## src/rtl/dmem_arbiter.sv

```systemverilog
// dmem_arbiter: shares one data_memory between the CPU (port 0) and a
// debug/DMA master (port 1). Each access runs IDLE -> ACCESS -> DONE, so a
// new access can start every third cycle.
// Optional feature: define DMEM_ARB_RR_EN for round-robin arbitration.
// Without it, port 0 has fixed priority.
module dmem_arbiter #(
    parameter int ADDR_W = 32,
    parameter int DATA_W = 32
) (
    input  logic              clk,
    input  logic              rst_n,
    input  logic              p0_req,
    input  logic              p0_we,
    input  logic [ADDR_W-1:0] p0_addr,
    input  logic [DATA_W-1:0] p0_wdata,
    output logic              p0_ack,
    output logic [DATA_W-1:0] p0_rdata,
    input  logic              p1_req,
    input  logic              p1_we,
    input  logic [ADDR_W-1:0] p1_addr,
    input  logic [DATA_W-1:0] p1_wdata,
    output logic              p1_ack,
    output logic [DATA_W-1:0] p1_rdata,
    output logic              mem_read,
    output logic              mem_write,
    output logic [ADDR_W-1:0] mem_addr,
    output logic [DATA_W-1:0] mem_wdata,
    input  logic [DATA_W-1:0] mem_rdata
);

    typedef enum logic [1:0] {
        IDLE   = 2'd0,
        ACCESS = 2'd1,
        DONE   = 2'd2
    } state_t;

    state_t            state;
    state_t            state_nxt;
    logic              grant;
    logic              grant_port;
    logic              we_q;
    logic              port_q;
    logic [ADDR_W-1:0] addr_q;
    logic [DATA_W-1:0] wdata_q;
    logic [DATA_W-1:0] rdata_q;

`ifdef DMEM_ARB_RR_EN
    logic last_grant;

    // Winner selection: on a contest, the port that did not win last time goes
    always_comb begin
        grant      = p0_req | p1_req;
        grant_port = p1_req & (~p0_req | ~last_grant);
    end

    // Remember which port won the most recent grant (1 after reset so port 0 wins first)
    always_ff @(posedge clk or negedge rst_n) begin
        if (!rst_n)
            last_grant <= 1'b1;
        else if (state == IDLE && grant)
            last_grant <= grant_port;
    end
`else
    // Winner selection: port 0 always wins a contest
    always_comb begin
        grant      = p0_req | p1_req;
        grant_port = p1_req & ~p0_req;
    end
`endif

    // State register; reset aborts any in-flight access immediately
    always_ff @(posedge clk or negedge rst_n) begin
        if (!rst_n)
            state <= IDLE;
        else
            state <= state_nxt;
    end

    // Next state, one-cycle memory strobes and one-cycle ack to the latched port
    always_comb begin
        state_nxt = state;
        mem_read  = 1'b0;
        mem_write = 1'b0;
        p0_ack    = 1'b0;
        p1_ack    = 1'b0;
        case (state)
            IDLE: begin
                if (grant)
                    state_nxt = ACCESS;
            end
            ACCESS: begin
                mem_read  = ~we_q;
                mem_write = we_q;
                state_nxt = DONE;
            end
            DONE: begin
                p0_ack    = ~port_q;
                p1_ack    = port_q;
                state_nxt = IDLE;
            end
            default: state_nxt = IDLE;
        endcase
    end

    // Latch the winning request at grant; capture read data (or clear on write) in ACCESS
    always_ff @(posedge clk or negedge rst_n) begin
        if (!rst_n) begin
            we_q    <= 1'b0;
            port_q  <= 1'b0;
            addr_q  <= '0;
            wdata_q <= '0;
            rdata_q <= '0;
        end else begin
            if (state == IDLE && grant) begin
                port_q  <= grant_port;
                we_q    <= grant_port ? p1_we    : p0_we;
                addr_q  <= grant_port ? p1_addr  : p0_addr;
                wdata_q <= grant_port ? p1_wdata : p0_wdata;
            end
            if (state == ACCESS)
                rdata_q <= we_q ? '0 : mem_rdata;
        end
    end

    assign mem_addr  = addr_q;
    assign mem_wdata = wdata_q;
    assign p0_rdata  = rdata_q;
    assign p1_rdata  = rdata_q;

endmodule

```

## config.mk

```make
export PLATFORM = sky130hd
export DESIGN_NAME = dmem_arbiter
export DESIGN_NICKNAME = d
export VERILOG_FILES = /design/src/rtl/dmem_arbiter.sv
export SDC_FILE = /design/constraint.sdc
export NUM_CORES = 1
export LEC_CHECK = 0
export CAP_MARGIN = 10
export CORE_MARGIN = 2
export CORE_UTILIZATION = 40
export DETAILED_ROUTE_END_ITERATION = 8
export PLACE_DENSITY = 0.83
export RECOVER_POWER = 50
export SLEW_MARGIN = 20
export SYNTH_ARGS = -nofsm -noshare
export SYNTH_HDL_FRONTEND = slang
export SYNTH_SLANG_ARGS = --single-unit
```

## constraint.sdc

```tcl
create_clock -name clk -period 3.56 [get_ports clk]
set_clock_uncertainty 0.2 [all_clocks]
set_input_delay 0.356 -clock clk [delete_from_list [all_inputs] [get_ports clk]]
set_output_delay 0.356 -clock clk [all_outputs]
set_load 0.01 [all_outputs]
```

Word level (Yosys, flattened, before mapping)
Cells that the tools add are included.
Widths: inputs -> output; s select.
{"block": "word_totals", "reg_bits": 100, "input_bits": 166, "elab_cells": 26}
{"block": "op_classes", "n_eq_ne": 3, "mux": 10, "n_bitwise": 5, "n_reduce_logical": 2}
{"cell": "$mux 32", "count": 3}
{"cell": "$mux 1", "count": 5}
{"cell": "$pmux 2 s2", "count": 1}
{"cell": "$not 1->1", "count": 3}
{"cell": "$eq 2x1->1 const B", "count": 1}
{"cell": "$eq 2x2->1 const B", "count": 1}
{"cell": "$logic_not 2->1", "count": 1}
{"cell": "$mux 2", "count": 1}
{"cell": "$ne 2x2->1 const B", "count": 1}
{"cell": "$and 1x1->1", "count": 1}
{"cell": "$logic_and 1x1->1", "count": 1}
{"cell": "$or 1x1->1", "count": 1}

Depth between registers and ports, before layout
{"block": "logic_depth", "word_depth": 3, "ltp_mapped": 5}

Worst setup path after synthesis
No wires, ideal clock.
{"block": "synth_timing", "path_type": "register to output", "start": "register state[0]", "end": "output port mem_read", "t_arrival_ns": 1.120, "setup_slack_ns": 1.884, "path_stages_with_launch": 5, "path_buffers": 2, "cell_sequence": "dfrtp_1 nand2b_1 clkbuf_1 clkbuf_1 nor2_1"}
{"block": "synth_between", "elab_chain_len": 2}
{"element": "start: declaration", "line": "37", "source": "state_t state;"}
{"element": "start signal: assignment", "line": "76", "source": "state <= state_nxt;"}
{"element": "$eq 2x1->1", "line": "86", "source": "case (state)"}
{"element": "$mux 1", "line": "86"}
{"element": "end: declaration", "line": "24", "source": "output logic mem_read,"}
Every way passes these cells.

==> impl_results.md <==
- Tmin final: 2550 ps
- Yosys top cell area share: 47.6%
- Synth warn: 0
- Power per cell area: 809 mW/mm^2
- Setup CP Type: in2async
- DIE WIDTH: 119 um
- Ys async rst share: 100%
- Crit-path max FO: 80
- H-tree levels: 3
- Post-CTS setup buffer count: 0
- Main area contributors after synthesis: dfrtp_1 (48%), mux2_4 (28%), mux2_2 (6.4%), buf_4 (4.7%), nand2_1 (4.6%)
- Die footprint: 0.0141 mm^2
- Clock sinks: 100
- Row cnt: 41
- Sequential fraction of the synthesis area: 47.6%
- Number of flops mapped to enable cells by yosys: 0
- Library cells used by synthesis: 20
- Synth Instances: 394
- Number of max-cap violations: 1
- Hold Crit Class: reg2reg
- Vias in the first global route: 4141
- Antenna-violating nets left: 0
- Mean post-synth cell area: 13.4 um^2
- Crit path DAT: 2390 ps
- GPL Wtd Cong: 0.821
- Setup crit end kind: async pin
- Worst slew pin tran: 2020 ps
- Final non-filler cell area: 0.00841 mm^2
- Post-route clock period utilization: 71.7%
- Final setup fails: 0
- Most used DFF post-synth: dfrtp_1
- Reg clk slew, reported paths: 60 ps
- CTS Hold Bufs: 0
- Crit path buffers/inverters: 2
- Global route overflow: 0
- R2r setup slk: 1270 ps
- NumNets Final: 821
- Io pins: 298
- Area Overhead vs Synth: 59.9%
- CP Launch Type: input pin
- WL final: 14400 um
- Routed wire per std cell: 17.3 um
- Vias: 3918
- Yosys reg bits: 100
- Final hold vios: 0
- Final Max Tran Viols: 81
- First-pass GRT wire length: 22200 um
- Commonest cells in the netlist: dfrtp_1 (100), mux2_4 (98), nand2_1 (64)
- Most frequent cell after synthesis: dfrtp_1
- Root Buffer: clkbuf_16
- Layout cells sized above 1: 23.5%
- Initial DRC Count: 208
- Vias per cell: 4.71
- Failing checks: capacitance limit, slew limit
- RSZ-0062 raised after global routing: no
- DRC Markers: 0
- Setup_tns: 0 ps
- Crit-path cells: dlygate4sd3_1 > clkbuf_2
- Initial antenna violation count: 0
- CTS max path bufs: 2
- CP max-delay cell: clkbuf_2
- CP top delay family: buffers and inverters
- Initial Utilization: 41.4%
- Worst R2R Path Depth: 4
- CTS tree: done
- Area leader, netlist: dfrtp_1
- HPWL after detailed placement: 11300 um
- PortBufs: 297
- Final Util: 66.1%
- Core area: 0.0127 mm^2
- Delay of the slowest cell on the worst path: 1440 ps
- Slew HR: -34.3%
- Status: finished with violations
- Hold Crit Depth: 2
- Syn nets: 560
- CTS Buf Count: 9
- ANT cells: 0
- Die Ht: 119 um
- TritonRoute pass-1 iters: 4
- Area post-placement: 0.00809 mm^2
- PostCTS Resize Cnt: 0
- Crit path depth: 2
- Mapped Area: 0.00526 mm^2
- Later-pin clock latency in the skew report: 330 ps
- Largest net degree at the start of global routing: 81
- Critical Path RT: 3400 ps
- GR Util All Layers: 20.1%
- P_leak: 3.74 nW
- Fmax: 392 MHz
- Max IR drop VDD: 0.336 mV
==> power by group <==
part           leakage (nW)  switching (mW)  internal, mW
registers              1.21           0.388          1.73
clock network         0.159           0.415         0.635
logic                  2.36            1.43          2.21
total                  3.74            2.24          4.57
==> cell usage in the layout (no fill, tap or decap) <==
master | netlist | layout
inv_6 | 0 | 1
and3b_1 | 1 | 1
clkbuf_1 | 9 | 1
clkbuf_8 | 0 | 1
nand2_1 | 64 | 64
clkbuf_2 | 0 | 1
nand2b_2 | 0 | 1
a21oi_1 | 2 | 2
clkbuf_16 | 0 | 9
bufinv_16 | 0 | 2
buf_4 | 33 | 5
inv_1 | 1 | 1
mux2i_1 | 2 | 2
clkinvlp_4 | 0 | 1
mux2_4 | 98 | 98
buf_12 | 5 | 2
dlygate4sd3_1 | 0 | 33
clkdlybuf4s50_1 | 0 | 264
nand2b_4 | 1 | 1
mux2_2 | 30 | 30
o21a_4 | 0 | 1
clkinv_1 | 1 | 1
clkinv_2 | 0 | 2
nor2_1 | 3 | 3
nor3b_1 | 1 | 1
dfrtp_1 | 100 | 100
o21ai_0 | 32 | 32
==> routing by layer <==
metal / vias to the layer above / part of all wire (%) / track usage, %
met5: - / 0 / 0
met4: 0 / 3.5 / 8.85
met3: 33 / 7.8 / 5.98
met2: 199 / 52 / 36.1
met1: 1852 / 37 / 21.8
li1: 1834 / - / -
==> path summary, 6_finish.rpt <==
check | endpoint | start
setup / recovery | p0_rdata[18] | rst_n
hold reg to reg | p0_rdata[16] | p0_rdata[16]
min in group asynchronous | mem_addr[16] | rst_n
setup reg to reg | mem_addr[17] | state[0]
max in group clk | mem_read | state[1]
hold / removal | p0_rdata[16] | p0_rdata[16]
==> cells by family (layout without fill, tap and decap cells) <==
group	count (synthesis)	after routing	synth area share, %
buffers and inverters	58	324	8.84
and+or+nand+nor	71	71	5.47
AOI/OAI and AO/OA	35	35	3.38
muxes	130	130	34.8
DFF	100	100	47.6
==> sequential cells by signal (all words and copies together), names as in the netlist <==
register	flops
p0_rdata	32
state	2
port_q	1
we_q	1
mem_wdata	32
mem_addr	32
==> stage by stage <==
| stage | power (mW) | setup WS, ps | std cells | hold WS [ps] |
|---|---|---|---|---|
| global route | 7.19 | 594 | 832 | 321 |
| CTS | 6.97 | 1230 | 831 | 37.6 |
| floorplan | 4.08 | 1880 | 394 | -140 |
| detailed placement | 5.89 | 1020 | 815 | 296 |
| finish | 6.81 | 1010 | 832 | 303 |
| global placement | 5.79 | 1040 | 815 | 286 |
==> worst min-delay path: cells and delay by family, from the launching register on <==
family,cells,cell delay (ps)
flip-flops,1,350
AO/OA/AOI/OAI,1,60
AND/OR/NAND/NOR,1,50
==> final cells by class <==
type	count	area [um^2]
repair buffers	306	3060
well taps	172	215
flip-flops and latches	100	2500
clock buffers	10	239
clock inverters	6	86.3
fillers	945	4310
multi-input cells	236	2300
inverters	2	7.51
Power figures use the tool's default switching activity.
